--- config.mk ---
export PLATFORM = sky130hd
export DESIGN_NAME = led_pattern_ctrl
export DESIGN_NICKNAME = d
export VERILOG_FILES = /design/src/rtl/led_pattern_ctrl.sv
export SDC_FILE = /design/constraint.sdc
export NUM_CORES = 1
export LEC_CHECK = 0
export ABC_AREA = 1
export BUFFER_PORTS_ARGS = -buffer_cell sky130_fd_sc_hd__buf_2
export CAP_MARGIN = 20
export CORE_MARGIN = 5
export CORE_UTILIZATION = 45
export DETAILED_ROUTE_END_ITERATION = 8
export PLACE_DENSITY = 0.73
export SLEW_MARGIN = 20
export SYNTH_ARGS = -nofsm -noshare
export SYNTH_HDL_FRONTEND = slang
export SYNTH_SLANG_ARGS = --single-unit
--- constraint.sdc ---
create_clock -name clk -period 2.5 [get_ports clk]
set_clock_uncertainty 0.15 [all_clocks]
set_input_delay 0.5 -clock clk [delete_from_list [all_inputs] [get_ports clk]]
set_output_delay 0.5 -clock clk [all_outputs]
set_load 0.02 [all_outputs]
--- src/rtl/led_pattern_ctrl.sv ---
// led_pattern_ctrl
//   Drives a bank of NUM_LEDS board LEDs from a loaded pattern. There are four
//   modes: static, blink, chase (rotate) and bounce. A global PWM brightness
//   is applied on top of whichever mode is active.
//
// Ports
//   clk        system clock (12 MHz on the iCEstick)
//   rst        synchronous, active-high reset
//   load       one-cycle strobe; captures mode/pattern/duty and restarts the
//              step timer
//   mode       0=STATIC 1=BLINK 2=CHASE 3=BOUNCE (sampled on load)
//   pattern    initial LED pattern (sampled on load)
//   duty       PWM brightness, all ones = fully on (sampled on load)
//   leds       registered LED drive, bit 0 = D1
//   step_tick  registered one-cycle pulse on every pattern step
//
// Bounce direction state
//   state     | meaning
//   DIR_LEFT  | pattern moves toward the MSB, zero-filled
//   DIR_RIGHT | pattern moves toward bit 0, zero-filled
module led_pattern_ctrl #(
  parameter int NUM_LEDS = 5,
  parameter int PRESCALE = 3000000,
  parameter int PWM_BITS = 4
) (
  input  logic                clk,
  input  logic                rst,
  input  logic                load,
  input  logic [1:0]          mode,
  input  logic [NUM_LEDS-1:0] pattern,
  input  logic [PWM_BITS-1:0] duty,
  output logic [NUM_LEDS-1:0] leds,
  output logic                step_tick
);

  localparam int PS_W = $clog2(PRESCALE);
  localparam logic [PS_W-1:0] PS_LAST = PS_W'(PRESCALE - 1);

  typedef enum logic [1:0] {
    MODE_STATIC = 2'd0,
    MODE_BLINK  = 2'd1,
    MODE_CHASE  = 2'd2,
    MODE_BOUNCE = 2'd3
  } mode_e;

  typedef enum logic {
    DIR_LEFT  = 1'b0,
    DIR_RIGHT = 1'b1
  } dir_e;

  mode_e               mode_r,    mode_r_nxt;
  dir_e                dir,       dir_nxt;
  logic [NUM_LEDS-1:0] shreg,     shreg_nxt;
  logic [PWM_BITS-1:0] duty_r,    duty_r_nxt;
  logic [PS_W-1:0]     prescaler, prescaler_nxt;
  logic [PWM_BITS-1:0] pwm_cnt,   pwm_cnt_nxt;
  logic                blink_ph,  blink_ph_nxt;
  logic [NUM_LEDS-1:0] leds_nxt;
  logic                step_tick_nxt;
  logic [NUM_LEDS-1:0] vis;
  logic                pwm_on;

  always_ff @(posedge clk) begin
    if (rst) begin
      mode_r    <= MODE_STATIC;
      dir       <= DIR_LEFT;
      shreg     <= '0;
      duty_r    <= '1;
      prescaler <= '0;
      pwm_cnt   <= '0;
      blink_ph  <= 1'b1;
      leds      <= '0;
      step_tick <= 1'b0;
    end else begin
      mode_r    <= mode_r_nxt;
      dir       <= dir_nxt;
      shreg     <= shreg_nxt;
      duty_r    <= duty_r_nxt;
      prescaler <= prescaler_nxt;
      pwm_cnt   <= pwm_cnt_nxt;
      blink_ph  <= blink_ph_nxt;
      leds      <= leds_nxt;
      step_tick <= step_tick_nxt;
    end
  end

  always_comb begin
    mode_r_nxt    = mode_r;
    dir_nxt       = dir;
    shreg_nxt     = shreg;
    duty_r_nxt    = duty_r;
    prescaler_nxt = prescaler;
    blink_ph_nxt  = blink_ph;
    step_tick_nxt = 1'b0;
    pwm_cnt_nxt   = pwm_cnt + 1'b1;

    // Output is built from the state before this edge, so leds trails the
    // internal pattern by one cycle.
    vis      = (mode_r == MODE_BLINK && !blink_ph) ? '0 : shreg;
    pwm_on   = (duty_r == '1) || (pwm_cnt < duty_r);
    leds_nxt = vis & {NUM_LEDS{pwm_on}};

    if (load) begin
      // A load always wins over a pending step so the first step lands a
      // full PRESCALE cycles after the load edge.
      mode_r_nxt    = mode_e'(mode);
      shreg_nxt     = pattern;
      duty_r_nxt    = duty;
      prescaler_nxt = '0;
      blink_ph_nxt  = 1'b1;
      dir_nxt       = DIR_LEFT;
    end else if (prescaler == PS_LAST) begin
      prescaler_nxt = '0;
      step_tick_nxt = 1'b1;
      case (mode_r)
        MODE_BLINK: blink_ph_nxt = ~blink_ph;
        MODE_CHASE: shreg_nxt = {shreg[NUM_LEDS-2:0], shreg[NUM_LEDS-1]};
        MODE_BOUNCE: begin
          // Turn around on the step that would push a lit bit off the end,
          // so the end position is shown exactly once.
          if (dir == DIR_LEFT) begin
            if (shreg[NUM_LEDS-1]) begin
              dir_nxt   = DIR_RIGHT;
              shreg_nxt = {1'b0, shreg[NUM_LEDS-1:1]};
            end else begin
              shreg_nxt = {shreg[NUM_LEDS-2:0], 1'b0};
            end
          end else begin
            if (shreg[0]) begin
              dir_nxt   = DIR_LEFT;
              shreg_nxt = {shreg[NUM_LEDS-2:0], 1'b0};
            end else begin
              shreg_nxt = {1'b0, shreg[NUM_LEDS-1:1]};
            end
          end
        end
        default: ;
      endcase
    end else begin
      prescaler_nxt = prescaler + 1'b1;
    end
  end

endmodule

==> results of run 1 <==
[final cells by class]
cell class                 count  share of cell area [%]
sequential                    45                    35.3
tap                           70                    3.43
clock buffer                   5                    2.69
multi-input combinational    243                    47.4
clock inverter                 2                    1.37
inverter                      42                    6.17
timing repair buffer          19                    3.72
[synth_stat cells]
cell and n:
buf_2 2, nor2_2 1, o21a_1 1, or2_2 2, a21oi_1 18, nand3_1 23
o21ai_0 10, xnor2_1 4, inv_2 1, nand2_1 70, nor3_1 5, nor3b_1 1
o211ai_1 2, nor3b_2 2, inv_1 41, buf_6 2, ha_1 5, dfxtp_1 45
nand2_2 6, nor2_1 68, nand2_4 1, nand3b_1 2, o21ai_1 1, xor2_1 8
clkbuf_1 3, nand4_1 6, nand3_2 2, nor2_4 2, o21ai_2 1, or2_0 2
[per-layer routing]
layer / share of wire (%) / global-route usage, % / vias to the layer above / wire [um]
li1: - / - / 1092 / -
met1: 49 / 20.0 / 917 / 2260
met2: 45 / 23.5 / 38 / 2040
met3: 4.9 / 4.71 / 5 / 224
met4: 1.2 / 4.98 / 0 / 54
met5: 0 / 0 / - / 0
[layout by cell type, fill, tap and decap left out, drive strengths merged]
cell     n
or2      4
o211ai   2
o21ai   12
xnor2    4
nand2   77
clkinv   1
nand4    6
nor2    71
xor2     8
buf     19
nand3b   2
nand3   25
a21oi   18
bufinv   1
dfxtp   45
clkbuf   5
ha       5
nor3b    3
inv     42
nor3     5
o21a     1
[cells by family (layout without fill, tap and decap cells)]
| family | after synthesis | count (layout) | synth area share [%] |
|---|---|---|---|
| DFF | 45 | 45 | 39.0 |
| buffers and inverters | 49 | 68 | 8.71 |
| and+or+nand+nor | 193 | 193 | 37.4 |
| AOI/OAI and AO/OA | 33 | 33 | 7.63 |
| adders and majority gates | 5 | 5 | 2.71 |
| xor gates and xnor gates | 12 | 12 | 4.55 |
[metrics by stage]
| step | area, sq um | std cells | setup slack, ns | util (%) |
|---|---|---|---|---|
| after global placement | 2450 | 419 | 0.737 | 48.6 |
| after CTS | 2550 | 426 | 0.736 | 50.7 |
| after detailed placement | 2450 | 419 | 0.711 | 48.6 |
| after floorplan | 2310 | 337 | 0.982 | - |
| final | 2550 | 426 | 0.724 | 50.7 |
| after global routing | 2550 | 426 | 0.538 | 50.7 |
[how the worst min path moves through the flow]
| stage | cells after the start | endpoint | start | slack, ns |
|---|---|---|---|---|
| after CTS | 3 | duty_r[0]$_SDFFE_PP1P_ | duty[0] | 0.25 |
| after global placement | 1 | prescaler[0]$_SDFF_PP0_ | prescaler[0]$_SDFF_PP0_ | 0.30 |
| final | 3 | duty_r[2]$_SDFFE_PP1P_ | duty[2] | 0.26 |
| after global routing | 3 | duty_r[3]$_SDFFE_PP1P_ | duty[3] | 0.25 |
| after floorplan | 1 | prescaler[0]$_SDFF_PP0_ | prescaler[0]$_SDFF_PP0_ | 0.28 |
| after detailed placement | 1 | pwm_cnt[0]$_SDFF_PP0_ | pwm_cnt[0]$_SDFF_PP0_ | 0.31 |
[critical path, cell delays in order, from the launching register on]
cell     delay [ns]
dfxtp_1        0.37
ha_1           0.18
nand2_1        0.08
inv_2          0.07
nand2_1        0.05
nor2_1         0.13
nand3_2        0.18
nand2_4        0.27
inv_1          0.07
o21ai_1        0.08
nor2_1         0.05
[report_power, final]
part | total [uW] | leakage, uW | switching (uW) | internal (uW)
registers | 758 | 0.000367 | 18.2 | 740
clock network | 531 | 0.0000540 | 240 | 291
logic | 109 | 0.000681 | 68.0 | 41.4
total | 1400 | 0.00110 | 326 | 1070
[registers in the layout, summed over array words and instances, names as in the netlist]
name and flops:
blink_ph 1, mode_r 2, leds 5, duty_r 4, dir 1, shreg 5, prescaler 22, step_tick 1
pwm_cnt 4
==> results.cfg, run 1 <==
[status]
outcome = completed

[job]
cap_violations = 0

[drt]
drc = 0
wl_um = 4580
first_iter_violations = 166
drt-vias-per-instance = 4.82
dr.pass1.iters = 4
num_vias = 2052
wl_per_cell_um = 10.7
ant_nets = 0

[setup_path]
setup.worst_path.class = reg2reg
rrSetupSlack_ns = 0.72
cp_data_required_time_ns = 2.54
reg2regPathDepth = 10
r2r-start = prescaler[0]$_SDFF_PP0_
setup.worst_path.start = prescaler[0]$_SDFF_PP0_
cp-endpoint = prescaler[18]$_SDFF_PP0_
crit_fanout = 22
r2r_end = prescaler[18]$_SDFF_PP0_
arrival_ns = 1.82
cp-start-kind = register
cp-end-kind = register

[clocking]
cts_tree = done
numCtsBuffers = 5
clkTransAtPathRegs_ns = 0.08
root_buffer = clkbuf_8
cts_resized = 0
clockBufferDepth = 2
clock_latency_ns = 0.30
cts_setup_buffers = 0
clkSinkCount = 45
ctsHoldBuffers = 0
htreeDepth = 2

[layout]
seqCellArea_sq_um = 901
area_delta_synth_final_pct = 10.5
fillers = 503
multi_input_area_sq_um = 1210
antenna_cells = 0
drive_above_1_share_pct = 12.4
layout.nets = 375

[min_path]
hold_class = in2reg

[yosys]
synth_top_area_share_pct = 39.0
yosys.area.top_type = dfxtp_1
syn_area_per_cell_sq_um = 6.86
syn_area_sq_um = 2310
synthCells = 337
synth_cell_type_count = 30
ys_warn_count = 0
syn_nets = 356
synth-seq-cells = 45
synth.area.top_cells = dfxtp_1 39%, nand2_1 11%, nor2_1 11%
ys_seq_area_share_pct = 39.0

[place]
gp_congestion = 0.857
io_buffer_count = 19
dp_hpwl_um = 3480

[timing]
relSlewSlack_pct = 77.6
fin_crit_sh_pct = 71.1
worst_pin_slew_ns = 0.336
fmax_mhz = 563
rsz0062_at_grt = false
period_needed_ns = 1.78
finalSetupViolCount = 0
final-max-slew-violation-count = 0
hold_viol = 0
tns_ns = 0
fin_hold_ws_ns = 0.260

[global_route]
gr-usage-all-layers_pct = 15.1
grt_max_degree = 23
grt_first_pass_wirelength_um = 7980
antenna_found_initial = 0
grt_overflow = 0
grt_pass1_vias = 1898

[power]
total_power_uw = 1400
p_leak_uw = 0.00110
irDropWorstVdd_mv = 0.282
power.density_nw_per_um2 = 547

[floorplanning]
die_area_sq_um = 6670
floorplan.core_area_sq_um = 5040
start_util_pct = 45.9
boundaryPins = 20
core.rowCount = 26
die_y_um = 81.7
die_x_um = 81.7
Note: power is estimated with default switching activity, not from simulation.
==> run 2: changes to the inputs <==
- PLACE_DENSITY: 0.73 -> 0.75
- clock period: 2.5 -> 1.6 ns (I/O delays scaled with it)
==> results.cfg, run 2 (synthesized netlist as in run 1, its figures left out) <==
[status]
outcome = completed

[layout]
layout.nets = 393
largest_reg_flops = 22
reg_top3 = prescaler x22, leds x5, shreg x5
utilization_pct = 55.2
final_common_cell = nand2_1
area_delta_synth_final_pct = 20.5
most-common-layout-cells = 67 x nand2_1, 59 x nor2_1, 40 x inv_1, 36 x dfxtp_1, 21 x nand3_1
top_register = prescaler
postLayoutCellArea_sq_um = 2790
instances_no_fill = 445
fillers = 473
drive_above_1_share_pct = 23.7
antenna_cells = 0

[floorplanning]
floorplan.core_area_sq_um = 5040
boundaryPins = 20
die_x_um = 81.7
start_util_pct = 45.9
core.rowCount = 26
die_y_um = 81.7
die_area_sq_um = 6670

[timing]
rsz0062_at_grt = true
tns_ns = 0
fmax_mhz = 646
period_needed_ns = 1.55
hold_viol = 0
fin_crit_sh_pct = 96.8
relSlewSlack_pct = 78.5
finalSetupViolCount = 0
final-max-slew-violation-count = 0
worst_pin_slew_ns = 0.322

[power]
total_power_uw = 2080
comb_power_share_pct = 9.7
clkPwrFrac_pct = 33.5
irDropWorstVdd_mv = 0.340
p_leak_uw = 0.00122
pwr-share-seq_pct = 56.8
power.density_nw_per_um2 = 748
power_switching_share_pct = 26.1
power.internal_uw = 1540
p_switching_uw = 544

[drt]
dr.pass1.iters = 4
drt-vias-per-instance = 4.88
ant_nets = 0
drc = 0
wl_per_cell_um = 11.5
wl_um = 5130
num_vias = 2170
first_iter_violations = 263

[clocking]
numCtsBuffers = 5
clkTransAtPathRegs_ns = 0.08
clockBufferDepth = 2
clock_latency_ns = 0.30
htreeDepth = 2
ctsHoldBuffers = 0
clkSinkCount = 45
cts_tree = done
root_buffer = clkbuf_8

[global_route]
grt_overflow = 0
antenna_found_initial = 0
grt_max_degree = 15
gr-usage-all-layers_pct = 16.1
grt_pass1_vias = 1897
grt_first_pass_wirelength_um = 8410

[place]
dpl-instance-area_sq_um = 2560
dp_cells = 434
dp_hpwl_um = 3790
gp_congestion = 0.876
io_buffer_count = 19

[setup_path]
r2r-start = prescaler[1]$_SDFF_PP0_
cp-end-kind = register
setup.worst_path.class = reg2reg
cpMaxStageDelayCell = dfxtp_2
crit_path_cell_trace = ha_4 > nand2_4 > inv_4 > nand2_4 > nor2_4 > nand3_4 > nand2_4 > buf_6 > nor3_1
arrival_ns = 1.59
critPathTopFamily = simple AND/OR/NAND/NOR gates
slowest_delay_ns = 0.36
setup.worst_path.start = prescaler[1]$_SDFF_PP0_
cp_data_required_time_ns = 1.65
cpMostUsedCell = nand2_4
cp-start-kind = register
path_buf_inv = 2
crit_fanout = 8

[job]
cap_violations = 0

[min_path]
hold_class = in2reg
hp-start = duty[0]
-- run 2: tightest hold or removal path: cells and delay by family --
kind,cells,cell delay (ns)
AO/OA/AOI/OAI,2,0.10
buffers and inverters,1,0.08
-- run 2: timing repair --
| item | CTS | global route |
|---|---|---|
| buffers inserted | 2 | 1 |
| gates resized for setup | 5 | 32 |
| endpoints found under the setup margin | 26 | 31 |
| pin swaps | 3 | 5 |
-- run 2: layout make-up --
cell class                      count  area [sq um]  share of cell area (%)
Multi-Input combinational cell    243          1300                    46.6
Sequential cell                    45           915                    32.8
Timing Repair Buffer               37           238                    8.54
Inverter                           42           160                    5.75
Tap cell                           70          87.6                    3.14
Clock buffer                        5          68.8                    2.47
Clock inverter                      3          17.5                   0.629
-- run 2: path summary, 6_finish.rpt --
kind	slack [ns]	to	cells past startpoint
hold / removal	0.09	duty_r[0]$_SDFFE_PP1P_	3
hold reg to reg	0.32	pwm_cnt[0]$_SDFF_PP0_	1
setup / recovery	0.05	prescaler[2]$_SDFF_PP0_	9
setup reg to reg	0.05	prescaler[2]$_SDFF_PP0_	9
-- run 2: power groups by stage --
stage / sequential [uW] / combinational, uW / clock (uW)
after floorplan: 1210 / 124 / 0
after global placement: 1210 / 187 / 0
after detailed placement: 1210 / 191 / 0
after CTS: 1180 / 195 / 713
after global routing: 1190 / 229 / 766
final: 1180 / 201 / 698
-- run 2: metrics by stage --
stage	hold slack (ns)	setup WS, ns
global route	0.0838	-0.0216
CTS	0.0784	0.00627
detailed placement	0.308	-0.0812
finish	0.0851	0.0509
floorplan	0.279	0.105
global placement	0.299	0.0346
-- run 2: routing by layer --
metal | vias up | routed length [um] | track usage, %
li1 | 1139 | - | -
met1 | 971 | 2350 | 21.9
met2 | 51 | 2440 | 24.4
met3 | 9 | 243 | 3.73
met4 | 0 | 97 | 6.98
met5 | - | 0 | 0
==> run 3: changes to the inputs <==
- ABC_AREA: 1 -> 0
- PLACE_DENSITY: 0.75 -> 0.76
==> results.cfg, run 3 <==
[status]
outcome = finished, violations left
violations = design-rule violations, negative setup slack

[setup_path]
cpMaxStageDelayCell = or4_4
cp-end-kind = register
crit_path_cell_trace = or4_4 > buf_4 > or4_4 > or4_1 > nand3_1
cpMostUsedCell = or4_4
cp_data_required_time_ns = 1.69
slowest_delay_ns = 0.54
cp-start-kind = register
cp.depth = 5
path_buf_inv = 1
setup.worst_path.class = reg2reg
reg2regPathDepth = 5
arrival_ns = 2.27
crit_fanout = 5
critPathTopFamily = simple AND/OR/NAND/NOR gates

[drt]
drt-vias-per-instance = 5.65
ant_nets = 0
drc = 1
wl_per_cell_um = 14.3
first_iter_violations = 133
wl_um = 5270
num_vias = 2084
dr.pass1.iters = 8

[min_path]
hold_depth = 3
hold_class = in2reg

[layout]
antenna_cells = 0
instances_no_fill = 369
area_delta_synth_final_pct = 35.1
fillers = 383
layout.nets = 333
top_register = prescaler
largest_reg_flops = 22
most-common-layout-cells = 52 x buf_4, 41 x dfxtp_1, 25 x nor2_1, 19 x nand2_1, 19 x buf_2
final_common_cell = buf_4
drive_above_1_share_pct = 31.4
reg_top3 = prescaler x22, leds x5, shreg x5

[timing]
fmax_mhz = 459
fin_hold_ws_ns = 0.0889
fin_crit_sh_pct = 136
period_needed_ns = 2.18
worst_pin_slew_ns = 0.600
final-max-slew-violation-count = 0
rsz0062_at_grt = true
relSlewSlack_pct = 59.8
finalSetupViolCount = 30
layout_setup_ws_ns = -0.578
hold_viol = 0

[clocking]
root_buffer = clkbuf_8
clkTransAtPathRegs_ns = 0.08
clock_latency_ns = 0.29
clkSinkCount = 45
cts_tree = done
clockBufferDepth = 2
htreeDepth = 2
numCtsBuffers = 5

[global_route]
grt_overflow = 0
grt_first_pass_wirelength_um = 8910
antenna_found_initial = 0
gr-usage-all-layers_pct = 17.9
grt_max_degree = 22
grt_pass1_vias = 2024

[yosys]
netlist_top_cells_count = 45 x dfxtp_1, 25 x nor2_1, 19 x nand2_1
synth_cell_type_count = 44
syn_area_per_cell_sq_um = 8.76
synth.area.top_cells = dfxtp_1 43%, nor2_1 4.4%, xor2_1 3.7%
synthCells = 241
syn_area_sq_um = 2110
synth_edf_count = 0
ys_warn_count = 0
ys_seq_area_share_pct = 42.7
yosysMostFrequentCell = dfxtp_1
syn_nets = 260
yosys.area.top_type = dfxtp_1
synth-seq-cells = 45
async_reset_ff_share_pct = 0
synth_ff_type = dfxtp_1
synth_top_area_share_pct = 42.7

[place]
gp_congestion = 0.826
dp_hpwl_um = 3710
io_buffer_count = 19
dp_cells = 356
preCtsSetupSlack_ns = -0.522

[floorplanning]
boundaryPins = 20
die_x_um = 78.5
core.rowCount = 25
die_y_um = 78.5
die_area_sq_um = 6160
floorplan.core_area_sq_um = 4630
start_util_pct = 45.6

[power]
p_leak_uw = 0.00115
power.density_nw_per_um2 = 715
total_power_uw = 2040
irDropWorstVdd_mv = 0.486

[job]
cap_violations = 0
[run 3: cell count changes in the layout (fill, tap and decap cells not counted), sizes merged, moves of 5 or more]
cell / before / now
nor4: 0 / 5
a21oi: 18 / 10
buf: 37 / 74
inv: 42 / 13
o31ai: 0 / 7
nand2: 77 / 19
nor2: 71 / 25
or4: 0 / 10
nand3: 25 / 12
a211oi: 0 / 7
[run 3: repair_timing]
action,in CTS,in global routing
hold buffers,0,0
setup buffers,2,2
pin swaps,3,3
gates cloned,1,0
resized for setup,11,9
endpoints found under the setup margin,30,34
[run 3: final timing paths]
check / start / endpoint / slack, ns
worst min-delay path: duty[0] / duty_r[0]$_SDFFE_PP1P_ / 0.09
worst min register to register: pwm_cnt[0]$_SDFF_PP0_ / pwm_cnt[0]$_SDFF_PP0_ / 0.32
worst max-delay path: prescaler[8]$_SDFF_PP0_ / blink_ph$_SDFFE_PP1P_ / -0.58
worst max register to register: prescaler[8]$_SDFF_PP0_ / blink_ph$_SDFFE_PP1P_ / -0.58
[run 3: cell type report]
| class | count | area (sq um) | area share [%] |
|---|---|---|---|
| multi-input combinational | 175 | 1220 | 42.9 |
| timing repair buffer | 74 | 528 | 18.5 |
| tap | 54 | 67.6 | 2.37 |
| inverter | 13 | 48.8 | 1.71 |
| clock buffer | 8 | 80.1 | 2.81 |
| sequential | 45 | 906 | 31.7 |
[run 3: cells by family after synthesis]
logic type / after synthesis / synth area share [%]
muxes: 5 / 2.43
DFF: 45 / 42.7
and+or+nand+nor: 98 / 24.5
buffers and inverters: 22 / 4.38
xor gates and xnor gates: 13 / 5.39
adders and majority gates: 5 / 2.96
AOI/OAI and AO/OA: 53 / 17.7
[run 3: through the flow]
| stage | area [sq um] | TNS [ns] | util [%] |
|---|---|---|---|
| 3_3_place_gp | 2640 | -13.48 | 57.0 |
| 5_1_grt | 2850 | -17.30 | 61.6 |
| 3_5_place_dp | 2640 | -13.86 | 57.0 |
| 6_report | 2850 | -15.78 | 61.6 |
| 4_1_cts | 2790 | -12.27 | 60.2 |
| 2_1_floorplan | 2140 | -12.28 | - |
[run 3: tightest hold or removal path: stages]
cell and delay [ns]:
buf_2 0.08, mux2i_1 0.05, nand2_1 0.05
[run 3: power by group]
part           total (uW)  internal [uW]  switching, uW
Sequential           1180           1150           23.9
Clock                 676            311            366
Combinational         189           82.6            106
Total                2040           1550            496
[run 3: metal layers]
metal,wire length (um),GRT usage [%],part of all wire [%]
met1,2210,21.2,42
met2,2580,31.4,49
met3,369,4.01,7.0
met4,104,6.64,2.0
met5,0,0,0
